**src/rtl/iso14443a_miller_tx_pkg.sv**
```systemverilog
// ISO14443-A reader transmit: shared types and defaults.
// Used by both the Miller encoder and the receive path.
package iso14443a_pkg;

  localparam int BIT_LEN_DEF   = 128;
  localparam int PAUSE_LEN_DEF = 32;

  typedef enum logic [1:0] {
    SEQ_X,
    SEQ_Y,
    SEQ_Z
  } seq_t;

  typedef enum logic [2:0] {
    IDLE,
    SOF,
    DATA,
    PARITY,
    EOF0,
    EOFY
  } state_t;

endpackage

```
**src/rtl/iso14443a_miller_tx_if.sv**
```systemverilog
// Byte handshake between the ARM-facing logic and the
// Miller transmit encoder.
interface iso14443a_miller_tx_if;

  logic [7:0] tx_data;
  logic [2:0] tx_bits;
  logic       tx_par_en;
  logic       tx_last;
  logic       tx_valid;
  logic       tx_ready;

  modport master (
    output tx_data,
    output tx_bits,
    output tx_par_en,
    output tx_last,
    output tx_valid,
    input  tx_ready
  );

  modport slave (
    input  tx_data,
    input  tx_bits,
    input  tx_par_en,
    input  tx_last,
    input  tx_valid,
    output tx_ready
  );

endinterface

```
**src/rtl/iso14443a_miller_tx_seq_gen.sv**
```systemverilog
// Modified Miller period timer: phase counter, latched
// sequence and registered pause decode.
module miller_seq_gen
  import iso14443a_pkg::*;
#(
  parameter int BIT_LEN   = BIT_LEN_DEF,
  parameter int PAUSE_LEN = PAUSE_LEN_DEF,
  parameter int X_OFFSET  = BIT_LEN / 2
) (
  input  logic clk,
  input  logic rst_n,
  input  logic start_i,
  input  logic stop_i,
  input  seq_t seq_i,
  output logic pause_o,
  output logic period_end_o
);

  localparam int PW = $clog2(BIT_LEN);
  localparam logic [PW-1:0] PH_LAST = PW'(BIT_LEN - 1);
  localparam logic [PW-1:0] PL = PW'(PAUSE_LEN);
  localparam logic [PW-1:0] XS = PW'(X_OFFSET);
  localparam logic [PW-1:0] XE = PW'(X_OFFSET + PAUSE_LEN);

  logic          active_q, active_d;
  logic [PW-1:0] phase_q, phase_d;
  seq_t          seq_q, seq_d;
  logic          pause_q, pause_d;

  function automatic logic decode(seq_t s, logic [PW-1:0] ph);
    return ((s == SEQ_Z) && (ph < PL)) ||
           ((s == SEQ_X) && (ph >= XS) && (ph < XE));
  endfunction

  assign period_end_o = active_q && (phase_q == PH_LAST);
  assign pause_o      = pause_q;

  // Pause is decoded for the phase that will be shown next cycle.
  always_comb begin
    active_d = active_q;
    phase_d  = phase_q;
    seq_d    = seq_q;
    pause_d  = pause_q;
    if (start_i || (period_end_o && !stop_i)) begin
      active_d = 1'b1;
      phase_d  = '0;
      seq_d    = seq_i;
      pause_d  = decode(seq_i, '0);
    end else if (period_end_o) begin
      active_d = 1'b0;
      phase_d  = '0;
      pause_d  = 1'b0;
    end else if (active_q) begin
      phase_d = phase_q + 1'b1;
      pause_d = decode(seq_q, phase_d);
    end
  end

  // Period state registers; reset drops the pause at once.
  always_ff @(posedge clk or negedge rst_n) begin
    if (!rst_n) begin
      active_q <= 1'b0;
      phase_q  <= '0;
      seq_q    <= SEQ_Y;
      pause_q  <= 1'b0;
    end else begin
      active_q <= active_d;
      phase_q  <= phase_d;
      seq_q    <= seq_d;
      pause_q  <= pause_d;
    end
  end

endmodule

```
**src/rtl/iso14443a_miller_tx.sv**
```systemverilog
// ISO14443-A 106 kbps reader transmit encoder: holding
// buffer, shift register, parity and frame FSM.
module iso14443a_miller_tx
  import iso14443a_pkg::*;
#(
  parameter int BIT_LEN   = BIT_LEN_DEF,
  parameter int PAUSE_LEN = PAUSE_LEN_DEF,
  parameter int X_OFFSET  = BIT_LEN / 2
) (
  input  logic                  osc_clk,
  input  logic                  nrst,
  iso14443a_miller_tx_if.slave  tx,
  output logic                  mod_pause,
  output logic                  busy,
  output logic                  done,
  output logic                  underrun
);

  state_t     state_q, state_d;
  logic [7:0] sh_q, sh_d;
  logic [3:0] cnt_q, cnt_d;
  logic       par_q, par_d;
  logic       pen_q, pen_d;
  logic       last_q, last_d;
  logic       cur_q, cur_d;
  logic       bfull_q, bfull_d;
  logic [7:0] bdata_q, bdata_d;
  logic [2:0] bbits_q, bbits_d;
  logic       bpar_q, bpar_d;
  logic       blast_q, blast_d;
  logic       done_q, done_d;
  logic       und_q, und_d;

  logic load, start, stop, pe;
  logic use_bit, nbit, end_byte;
  seq_t seq_nx;

  assign tx.tx_ready = ~bfull_q;
  assign busy        = (state_q != IDLE);
  assign done        = done_q;
  assign underrun    = und_q;

  miller_seq_gen #(
    .BIT_LEN   (BIT_LEN),
    .PAUSE_LEN (PAUSE_LEN),
    .X_OFFSET  (X_OFFSET)
  ) u_seq (
    .clk          (osc_clk),
    .rst_n        (nrst),
    .start_i      (start),
    .stop_i       (stop),
    .seq_i        (seq_nx),
    .pause_o      (mod_pause),
    .period_end_o (pe)
  );

  // Frame FSM: picks the next period's logic value at period end.
  always_comb begin
    state_d  = state_q;
    sh_d     = sh_q;
    cnt_d    = cnt_q;
    par_d    = par_q;
    pen_d    = pen_q;
    last_d   = last_q;
    cur_d    = cur_q;
    load     = 1'b0;
    start    = 1'b0;
    stop     = 1'b0;
    use_bit  = 1'b0;
    nbit     = 1'b0;
    end_byte = 1'b0;
    seq_nx   = SEQ_Z;
    done_d   = 1'b0;
    und_d    = 1'b0;
    unique case (state_q)
      IDLE: begin
        if (bfull_q) begin
          load    = 1'b1;
          start   = 1'b1;
          state_d = SOF;
          cur_d   = 1'b0;
        end
      end
      SOF: begin
        if (pe) begin
          state_d = DATA;
          use_bit = 1'b1;
          nbit    = sh_q[0];
        end
      end
      DATA: begin
        if (pe) begin
          if (cnt_q > 4'd1) begin
            sh_d    = sh_q >> 1;
            cnt_d   = cnt_q - 4'd1;
            use_bit = 1'b1;
            nbit    = sh_q[1];
          end else if (pen_q) begin
            state_d = PARITY;
            use_bit = 1'b1;
            nbit    = par_q;
          end else begin
            end_byte = 1'b1;
          end
        end
      end
      PARITY: begin
        if (pe) end_byte = 1'b1;
      end
      EOF0: begin
        if (pe) begin
          state_d = EOFY;
          seq_nx  = SEQ_Y;
        end
      end
      EOFY: begin
        if (pe) begin
          state_d = IDLE;
          stop    = 1'b1;
          done_d  = 1'b1;
        end
      end
      default: ;
    endcase
    if (end_byte) begin
      use_bit = 1'b1;
      if (last_q) begin
        state_d = EOF0;
      end else if (bfull_q) begin
        load    = 1'b1;
        state_d = DATA;
        nbit    = bdata_q[0];
      end else begin
        und_d   = 1'b1;
        state_d = EOF0;
      end
    end
    if (use_bit) begin
      cur_d  = nbit;
      seq_nx = nbit ? SEQ_X : (cur_q ? SEQ_Y : SEQ_Z);
    end
    if (load) begin
      sh_d   = bdata_q;
      cnt_d  = (bbits_q == 3'd0) ? 4'd8 : {1'b0, bbits_q};
      par_d  = ~^bdata_q;
      pen_d  = bpar_q;
      last_d = blast_q;
    end
  end

  // One-byte holding buffer; loading frees it on the same edge.
  always_comb begin
    bfull_d = bfull_q;
    bdata_d = bdata_q;
    bbits_d = bbits_q;
    bpar_d  = bpar_q;
    blast_d = blast_q;
    if (load) begin
      bfull_d = 1'b0;
    end else if (tx.tx_valid && !bfull_q) begin
      bfull_d = 1'b1;
      bdata_d = tx.tx_data;
      bbits_d = tx.tx_bits;
      bpar_d  = tx.tx_par_en;
      blast_d = tx.tx_last;
    end
  end

  // Frame and buffer state registers.
  always_ff @(posedge osc_clk or negedge nrst) begin
    if (!nrst) begin
      state_q <= IDLE;
      sh_q    <= '0;
      cnt_q   <= '0;
      par_q   <= 1'b0;
      pen_q   <= 1'b0;
      last_q  <= 1'b0;
      cur_q   <= 1'b0;
      bfull_q <= 1'b0;
      bdata_q <= '0;
      bbits_q <= '0;
      bpar_q  <= 1'b0;
      blast_q <= 1'b0;
      done_q  <= 1'b0;
      und_q   <= 1'b0;
    end else begin
      state_q <= state_d;
      sh_q    <= sh_d;
      cnt_q   <= cnt_d;
      par_q   <= par_d;
      pen_q   <= pen_d;
      last_q  <= last_d;
      cur_q   <= cur_d;
      bfull_q <= bfull_d;
      bdata_q <= bdata_d;
      bbits_q <= bbits_d;
      bpar_q  <= bpar_d;
      blast_q <= blast_d;
      done_q  <= done_d;
      und_q   <= und_d;
    end
  end

endmodule

```
**src/flat_wrapper.sv**
```systemverilog
// flat-port wrapper written by rule: the top's interface ports become plain ports
module iso14443a_miller_tx_flat import iso14443a_pkg::*;
#(
  parameter int BIT_LEN   = BIT_LEN_DEF,
  parameter int PAUSE_LEN = PAUSE_LEN_DEF,
  parameter int X_OFFSET  = BIT_LEN / 2
)
  (osc_clk, nrst, mod_pause, busy, done, underrun, tx_tx_data, tx_tx_bits, tx_tx_par_en, tx_tx_last, tx_tx_valid, tx_tx_ready);
  iso14443a_miller_tx_if tx_i ();
  input  logic osc_clk;
  input  logic nrst;
  output logic mod_pause;
  output logic busy;
  output logic done;
  output logic underrun;
  input wire logic [$bits(tx_i.tx_data)-1:0] tx_tx_data;
  input wire logic [$bits(tx_i.tx_bits)-1:0] tx_tx_bits;
  input wire logic [$bits(tx_i.tx_par_en)-1:0] tx_tx_par_en;
  input wire logic [$bits(tx_i.tx_last)-1:0] tx_tx_last;
  input wire logic [$bits(tx_i.tx_valid)-1:0] tx_tx_valid;
  output wire logic [$bits(tx_i.tx_ready)-1:0] tx_tx_ready;
  assign tx_i.tx_data = tx_tx_data;
  assign tx_i.tx_bits = tx_tx_bits;
  assign tx_i.tx_par_en = tx_tx_par_en;
  assign tx_i.tx_last = tx_tx_last;
  assign tx_i.tx_valid = tx_tx_valid;
  assign tx_tx_ready = tx_i.tx_ready;
  iso14443a_miller_tx #(.BIT_LEN(BIT_LEN), .PAUSE_LEN(PAUSE_LEN), .X_OFFSET(X_OFFSET)) u_core (.osc_clk(osc_clk), .nrst(nrst), .tx(tx_i), .mod_pause(mod_pause), .busy(busy), .done(done), .underrun(underrun));
endmodule
```
**config.mk**
```make
export PLATFORM = sky130hd
export DESIGN_NAME = iso14443a_miller_tx_flat
export DESIGN_NICKNAME = d
export VERILOG_FILES = /design/src/rtl/iso14443a_miller_tx_pkg.sv /design/src/rtl/iso14443a_miller_tx_if.sv /design/src/rtl/iso14443a_miller_tx_seq_gen.sv /design/src/rtl/iso14443a_miller_tx.sv /design/src/flat_wrapper.sv
export SDC_FILE = /design/constraint.sdc
export NUM_CORES = 1
export LEC_CHECK = 0
export BUFFER_PORTS_ARGS = -buffer_cell sky130_fd_sc_hd__clkbuf_2
export CAP_MARGIN = 20
export CORE_MARGIN = 2
export CORE_UTILIZATION = 45
export CTS_CLUSTER_SIZE = 40
export DETAILED_ROUTE_END_ITERATION = 10
export PLACE_DENSITY_LB_ADDON = 0.2
export SYNTH_ARGS = -nofsm -noshare
export SYNTH_HDL_FRONTEND = slang
export SYNTH_SLANG_ARGS = --single-unit
export TNS_END_PERCENT = 100
```
**constraint.sdc**
```tcl
create_clock -name osc_clk -period 3.4 [get_ports osc_clk]
set_input_delay 0.85 -clock osc_clk [delete_from_list [all_inputs] [get_ports osc_clk]]
set_output_delay 0.85 -clock osc_clk [all_outputs]
set_load 0.01 [all_outputs]
```
==> results.json, run 1 <==
{
  "layout-drive-gt1-share_pct": 21.5,
  "synth_seq_cells": 46,
  "grt_pass1_wl_mm": 7.57,
  "grt_max_degree": 29,
  "max_slew_margin_pct": 56.7,
  "hold_path_class": "flip-flop to flip-flop",
  "p_seq_share_pct": 49.1,
  "yosys-top-cells-area": "dfrtp_1, mux2_2, xnor2_1",
  "syn_nets": 247,
  "rrSetupSlack_ns": 1.21,
  "max_freq_ghz": 0.431,
  "dp_hpwl_mm": 3.12,
  "end_kind": "primary output",
  "drt-pass1-iter-count": 4,
  "status": "finished clean",
  "syn_inst": 227,
  "synthMostInstantiatedCell": "dfrtp_1",
  "whs_path_depth": 2,
  "cts_setup_buffers": 0,
  "gp_congestion": 0.855,
  "ios": 21,
  "cap_violations": 0,
  "fin_nets": 270,
  "cts_root_buf": "clkbuf_8",
  "critPathArrivalTime_ns": 1.47,
  "required_ns": 2.55,
  "ctsResizeCount": 0,
  "vias": 1685,
  "postPlaceCellArea_mm2": 0.00250,
  "grt_pass1_vias": 1646,
  "multi_input_area_mm2": 0.00108,
  "min_to": "u_core.par_q",
  "synthToLayoutAreaGrowth_pct": 12.2,
  "totalPowerFinal_mw": 2.02,
  "r2r_start": "u_core.cnt_q[0]",
  "drv_slew": 0,
  "antenna_cells": 0,
  "p_sw_share_pct": 33.9,
  "synth_top_area_share_pct": 48.5,
  "wirelength_mm": 4.35,
  "fin_worst_skew_ns": 0.00819,
  "dieArea_mm2": 0.00575,
  "antenna_found_initial": 0,
  "cts_made_buffers": 5,
  "yosysUniqueCellTypes": 39,
  "yosysWarnings": 0,
  "hold_start": "u_core.par_q",
  "p_int_mw": 1.33,
  "final_area_mm2": 0.00261,
  "setup_viol": 0,
  "synth_common_cells": "dfrtp_1, nor2_1, nand2_1",
  "crit_type": "flip-flop to primary output",
  "peakVddDrop_uv": 416,
  "port_buffers": 20,
  "cts_buffer_depth": 2,
  "insertion_delay_ns": 0.29,
  "setup_tns_ns": 0,
  "grt.total_usage_pct": 17.5,
  "cts_sinks": 46,
  "ant_nets": 0,
  "htreeDepth": 2,
  "start_util_pct": 46.1,
  "fin_crit_sh_pct": 68.3,
  "wl_per_cell_um": 13.5,
  "start_kind": "flip-flop",
  "dp_cells": 313,
  "fin_util_pct": 51.7,
  "combinationalPowerShare_pct": 31.3,
  "pwr-share-clk_pct": 19.6,
  "path_max_fanout": 13,
  "min_period_ns": 2.32,
  "seqCellArea_mm2": 0.00115,
  "powerDensity_mw_per_mm2": 773,
  "rsz0062_at_grt": "false",
  "cts_tree": "built",
  "final_cells": 321,
  "cts.clk_slew.worst_paths_ns": 0.08,
  "power_switching_mw": 0.683,
  "coreArea_mm2": 0.00504,
  "cts_hold_buf": 0,
  "drtIter0Drc": 185,
  "ys.flop_type": "dfrtp_1",
  "yosysSeqAreaShare_pct": 49.6,
  "final.fill_count": 467,
  "synth_area_leader_cell": "dfrtp_1",
  "viasPerCell": 5.25,
  "synth_edf_count": 0,
  "grt_overflow": 0,
  "async_reset_ff_share_pct": 100,
  "die_y_um": 75.8,
  "worst_pin_slew_ns": 0.650,
  "reg2reg_to": "u_core.cnt_q[1]",
  "hold_viol_final": 0,
  "synth_area_mm2": 0.00232,
  "syn_area_per_cell_um2": 10.2,
  "leakagePower_nw": 1.11,
  "reg2reg_depth": 8,
  "drc_errors": 0,
  "die_w_um": 75.8,
  "rows": 26
}
==> power groups by stage <==
stage,Clock (mW),Combinational (mW),Sequential (mW)
after floorplan,0,0.538,0.933
after global placement,0,0.628,0.997
after detailed placement,0,0.641,1.00
after CTS,0.405,0.643,0.991
after global routing,0.425,0.730,1.03
final,0.394,0.632,0.989
==> cells in the final DEF, fill, tap and decap left out, drive strengths merged, types with 4 or more instances in the layout <==
cell and instances:
mux2i 8, xnor2 11, a21oi 17, o21ai 11
nor2 21, nand2b 4, nor3 9, inv 9
nor2b 4, nand3 9, ha 4, xor2 6
dfrtp 45, nand2 20, clkbuf 27, nand4 5
mux2 13, buf 6
==> area by class of cell <==
cell class              count  area share, %
clock inverters             1           1.15
multi-input cells         162           41.5
repair buffers             26           5.57
clock buffers               7           2.93
inverters                   9           1.30
flip-flops and latches     46           44.2
well taps                  70           3.36
==> critical path, stage by stage, from the launching register on <==
cell and delay [ns]:
dfrtp_1 0.55, nor3_1 0.36, inv_1 0.12, clkbuf_2 0.15
==> cells by family after synthesis <==
kind of cell,Yosys count,synth area share [%]
XOR/XNOR,17,6.41
flip-flops,46,49.6
AND/OR/NAND/NOR,81,18.0
multiplexers,21,9.75
AO/OA/AOI/OAI,39,10.2
buffers and inverters,19,3.83
adder cells (fa/ha/maj),4,2.16
==> worst max-delay path by stage <==
stage,from,end,depth (start not counted)
floorplan,tx_tx_valid,u_core.bbits_q[0],4
global placement,u_core.u_seq.phase_q[0],u_core.u_seq.pause_o,6
detailed placement,u_core.cnt_q[0],u_core.pen_q,8
CTS,u_core.state_q[2],busy,3
global route,u_core.u_seq.phase_q[0],u_core.u_seq.pause_o,6
finish,u_core.state_q[2],busy,3
==> metrics by stage <==
stage	hold WS, ns	setup WS, ns
2_1_floorplan	0.445	1.41
3_3_place_gp	0.476	1.23
3_5_place_dp	0.489	1.23
4_1_cts	0.503	1.07
5_1_grt	0.530	0.959
6_report	0.496	1.08
==> registers in the layout, summed over array words and instances (netlist names), 2 cells and up <==
signal / count
u_core.state_q: 3
u_core.u_seq.phase_q: 7
u_core.bdata_q: 8
u_core.cnt_q: 4
u_core.u_seq.seq_q: 2
u_core.bbits_q: 3
u_core.sh_q: 8
==> layer usage <==
metal  up-vias  GRT usage, %  part of all wire, %
met3         6          2.91                  3.8
met4         0          6.24                  1.4
met2        41          30.4                   50
li1        827             -                    -
met5         -             0                    0
met1       811          21.8                   44
Power figures use the tool's default switching activity.
==> run 2, diff against run 1 <==
==> constraint.sdc (replaced) <==
create_clock -name osc_clk -period 2.2 [get_ports osc_clk]
set_input_delay 0.55 -clock osc_clk [delete_from_list [all_inputs] [get_ports osc_clk]]
set_output_delay 0.55 -clock osc_clk [all_outputs]
set_load 0.01 [all_outputs]
==> results.json, run 2 (synthesis gave the netlist of run 1 again) <==
{
  "max_slew_margin_pct": 61.8,
  "reg.largest.list": "u_core.bdata_q (8), u_core.sh_q (8), u_core.u_seq.phase_q (7)",
  "cts_setup_buffers": 0,
  "worst_pin_slew_ns": 0.573,
  "wirelength_mm": 4.37,
  "setup_viol": 0,
  "end_kind": "flip-flop",
  "grt.total_usage_pct": 17.8,
  "cap_violations": 0,
  "coreArea_mm2": 0.00504,
  "layout_common_cells": "dfrtp_1, nor2_1, clkbuf_2, nand2_1, a21oi_1",
  "required_ns": 2.39,
  "grt_pass1_vias": 1693,
  "drc_errors": 0,
  "drt-pass1-iter-count": 4,
  "place_ws_ns": 0.134,
  "hold_viol_final": 0,
  "hold_path_class": "primary input to asynchronous set/reset pin",
  "rsz0062_at_grt": "false",
  "ios": 21,
  "fin_nets": 277,
  "status": "finished clean",
  "dieArea_mm2": 0.00575,
  "fin_worst_skew_ns": 0.00849,
  "final.fill_count": 455,
  "critPathArrivalTime_ns": 2.24,
  "fin_util_pct": 53.1,
  "setup_tns_ns": 0,
  "grt_overflow": 0,
  "ant_nets": 0,
  "final_common_cell": "dfrtp_1",
  "cts.clk_slew.worst_paths_ns": 0.09,
  "grt_max_degree": 47,
  "antenna_cells": 0,
  "start_util_pct": 46.1,
  "fin_crit_sh_pct": 93.0,
  "wl_per_cell_um": 13.3,
  "setup_slack_ns": 0.154,
  "die_w_um": 75.8,
  "synthToLayoutAreaGrowth_pct": 15.4,
  "die_y_um": 75.8,
  "peakVddDrop_uv": 645,
  "cts_buffer_depth": 2,
  "grt_pass1_wl_mm": 7.56,
  "cts_sinks": 46,
  "port_buffers": 20,
  "drtIter0Drc": 74,
  "vias": 1713,
  "timing.hold.ws_ns": 0.307,
  "cts_root_buf": "clkbuf_8",
  "min_period_ns": 2.05,
  "insertion_delay_ns": 0.31,
  "crit_type": "flip-flop to flip-flop",
  "gp_congestion": 0.786,
  "rows": 26,
  "powerDensity_mw_per_mm2": 1160,
  "layout-drive-gt1-share_pct": 25.2,
  "leakagePower_nw": 1.14,
  "antenna_found_initial": 0,
  "cts_tree": "built",
  "start_kind": "flip-flop",
  "drv_slew": 0,
  "max_freq_ghz": 0.489,
  "cts_made_buffers": 5,
  "viasPerCell": 5.22,
  "htreeDepth": 2,
  "path_max_fanout": 28,
  "dp_hpwl_mm": 3.08
}
run 2: cell types whose count changed in the layout (fill, tap and decap cells not counted):
cell	before	now
o41ai_2	0	1
o41ai_1	2	1
clkinv_4	0	1
clkinvlp_4	0	1
clkinv_2	0	1
a21oi_2	2	3
buf_4	6	11
bufinv_16	1	0
buf_12	0	2
a21oi_1	15	14
clkbuf_1	2	0
run 2: worst paths after layout:
| check | startpoint | end | slack, ns | depth (start not counted) |
|---|---|---|---|---|
| hold reg to reg | u_core.par_q | u_core.par_q | 0.49 | 2 |
| setup / recovery | u_core.cnt_q[0] | u_core.pen_q | 0.15 | 8 |
| setup reg to reg | u_core.cnt_q[0] | u_core.pen_q | 0.15 | 8 |
| min in group osc_clk | tx_tx_last | u_core.blast_q | 0.44 | 3 |
| max in group asynchronous | nrst | u_core.bdata_q[4] | 1.49 | 2 |
| hold / removal | nrst | u_core.u_seq.phase_q[3] | 0.31 | 2 |
run 2: cell type report:
type / count / area (um^2) / share of cell area, %
sequential: 46 / 1150 / 43.0
timing repair buffer: 33 / 223 / 8.31
clock inverter: 3 / 21.3 / 0.794
tap: 70 / 87.6 / 3.27
multi-input combinational: 162 / 1090 / 40.8
inverter: 9 / 33.8 / 1.26
clock buffer: 5 / 68.8 / 2.57
run 2: report_power, final:
part / internal (mW) / switching, mW / total, mW
Sequential: 1.20 / 0.298 / 1.49
Clock: 0.223 / 0.299 / 0.522
Combinational: 0.570 / 0.508 / 1.08
run 2: per-stage QoR:
| step | total power [mW] | cell area, um^2 | instances |
|---|---|---|---|
| after floorplan | 2.27 | 2320 | 227 |
| after global placement | 2.56 | 2580 | 320 |
| after detailed placement | 2.60 | 2580 | 320 |
| after CTS | 3.12 | 2670 | 328 |
| after global routing | 3.34 | 2680 | 328 |
| final | 3.09 | 2680 | 328 |
run 2: routing by layer:
layer / vias up / share of wire, % / track usage [%]
li1: 852 / - / -
met1: 814 / 46 / 22.2
met2: 39 / 47 / 29.6
met3: 8 / 4.1 / 3.97
met4: 0 / 2.1 / 8.19
met5: - / 0 / 0
run 2: critical path: stages, from the launching register on:
cell and delay, ns:
dfrtp_1 0.43, inv_1 0.06, ha_1 0.20, nor2_1 0.21, o41ai_2 0.10, and4_1 0.23
a21oi_2 0.18, buf_12 0.19, mux2_2 0.34
run 2: what timing repair did:
item | 4_1_cts | 5_1_grt
hold buffers | 0 | 0
resized for setup | 0 | 2
endpoints found under the setup margin | 0 | 4
==> run 3, diff against run 2 <==
--- a/config.mk
+++ b/config.mk
@@ -11,7 +11,7 @@
 export CORE_UTILIZATION = 45
 export CTS_CLUSTER_SIZE = 40
 export DETAILED_ROUTE_END_ITERATION = 10
-export PLACE_DENSITY_LB_ADDON = 0.2
+export RECOVER_POWER = 100
 export SYNTH_ARGS = -nofsm -noshare
 export SYNTH_HDL_FRONTEND = slang
 export SYNTH_SLANG_ARGS = --single-unit
==> results.json, run 3 (synthesis gave the netlist of run 1 again) <==
{
  "antenna_found_initial": 0,
  "start_kind": "flip-flop",
  "wirelength_mm": 4.52,
  "setup_tns_ns": 0,
  "cap_violations": 0,
  "grt_overflow": 0,
  "grt_pass1_vias": 1662,
  "status": "finished clean",
  "powerDensity_mw_per_mm2": 1180,
  "fin_nets": 282,
  "drtIter0Drc": 71,
  "cts_tree": "built",
  "cts_root_buf": "clkbuf_8",
  "dp_hpwl_mm": 3.37,
  "drc_errors": 0,
  "insertion_delay_ns": 0.30,
  "grt.total_usage_pct": 18.2,
  "required_ns": 2.37,
  "grt_pass1_wl_mm": 7.81,
  "dr_wl_met2_mm": 2.16,
  "drv_slew": 0,
  "max_freq_ghz": 0.488,
  "cts_buffer_depth": 2,
  "cts.clk_slew.worst_paths_ns": 0.09,
  "place_ws_ns": 0.0189,
  "setup_viol": 0,
  "wl_met3_um": 143,
  "vias": 1746,
  "rsz0062_at_grt": "true",
  "critPathArrivalTime_ns": 2.22,
  "layout_common_cells": "dfrtp_1, nor2_1, nand2_1, clkbuf_2, a21oi_1",
  "fin_worst_skew_ns": 0.00656,
  "final_common_cell": "dfrtp_1",
  "wl_per_cell_um": 13.6,
  "die_w_um": 75.8,
  "drt-pass1-iter-count": 4,
  "ios": 21,
  "antenna_cells": 0,
  "end_kind": "flip-flop",
  "rows": 26,
  "path_max_fanout": 4,
  "peakVddDrop_uv": 807,
  "port_buffers": 20,
  "htreeDepth": 2,
  "worst_pin_slew_ns": 1.09,
  "die_y_um": 75.8,
  "synthToLayoutAreaGrowth_pct": 15.2,
  "setup_slack_ns": 0.150,
  "max_slew_margin_pct": 27.3,
  "top_layer": "met4",
  "grt_max_degree": 28,
  "rrSetupSlack_ns": 0.15,
  "dieArea_mm2": 0.00575,
  "layout-drive-gt1-share_pct": 22.1,
  "coreArea_mm2": 0.00504,
  "cts_hold_buf": 0,
  "leakagePower_nw": 1.13,
  "cts_made_buffers": 5,
  "met1_length_mm": 2.14,
  "viasPerCell": 5.24,
  "ant_nets": 0,
  "final.fill_count": 482,
  "cts_sinks": 46,
  "crit_type": "flip-flop to flip-flop",
  "hold_viol_final": 0,
  "min_period_ns": 2.05,
  "start_util_pct": 46.1,
  "fin_crit_sh_pct": 93.2,
  "gp_congestion": 0.814,
  "hold_path_class": "primary input to asynchronous set/reset pin",
  "timing.hold.ws_ns": 0.429,
  "reg.largest.list": "u_core.bdata_q (8), u_core.sh_q (8), u_core.u_seq.phase_q (7)"
}
==> run 3: changes by cell type in the layout (fill, tap and decap cells not counted), moves of 2 or more <==
cell      previous run  this run
a21oi_2              3         1
buf_12               2         0
clkbuf_2            20        16
clkbuf_1             0        10
==> run 3: cell type report <==
type	count	area (um^2)	share of cell area, %
multi-input combinational	162	1100	41.1
clock buffer	6	82.6	3.09
sequential	46	1150	43.1
clock inverter	2	12.5	0.468
timing repair buffer	38	208	7.76
tap	70	87.6	3.27
inverter	9	33.8	1.26
==> run 3: stage by stage <==
stage | utilization [%] | std cells | cell area, um^2 | power, mW
finish | 53.1 | 333 | 2680 | 3.16
global route | 53.1 | 333 | 2680 | 3.43
CTS | 53.5 | 333 | 2700 | 3.19
detailed placement | 51.6 | 325 | 2600 | 2.64
global placement | 51.6 | 325 | 2600 | 2.62
floorplan | - | 227 | 2320 | 2.27
==> run 3: path summary, 6_finish.rpt <==
kind | cells past startpoint | startpoint | end
max | 9 | u_core.cnt_q[0] | u_core.u_seq.pause_o
max reg2reg | 9 | u_core.cnt_q[0] | u_core.u_seq.pause_o
min in group osc_clk | 3 | tx_tx_data[7] | u_core.bdata_q[7]
min | 1 | nrst | u_core.underrun
max in group asynchronous | 2 | nrst | u_core.cnt_q[0]
min reg2reg | 1 | u_core.last_q | u_core.underrun
==> run 3: critical path: stages (launching register included) <==
cell and delay [ns]:
dfrtp_1 0.43, inv_1 0.07, ha_1 0.15, nor2_1 0.06, buf_4 0.13, or4_1 0.49
a41oi_2 0.25, nand4_1 0.11, o311ai_1 0.13, a21oi_1 0.11
==> run 3: per-layer routing <==
| layer | up-vias | track usage [%] |
|---|---|---|
| li1 | 853 | - |
| met1 | 851 | 24.1 |
| met2 | 33 | 28.4 |
| met3 | 9 | 4.37 |
| met4 | 0 | 8.38 |
| met5 | - | 0 |
==> run 3: what timing repair did <==
action | 4_1_cts | 5_1_grt
buffers inserted | 0 | 0
setup endpoints to repair | 0 | 15
resized for setup | 0 | 4
==> run 3: power breakdown <==
part           leakage, nW  switching [mW]  internal [mW]
Combinational        0.528           0.535          0.596
Clock               0.0472           0.288          0.253
Sequential           0.553           0.296           1.20
Total                 1.13            1.12           2.05
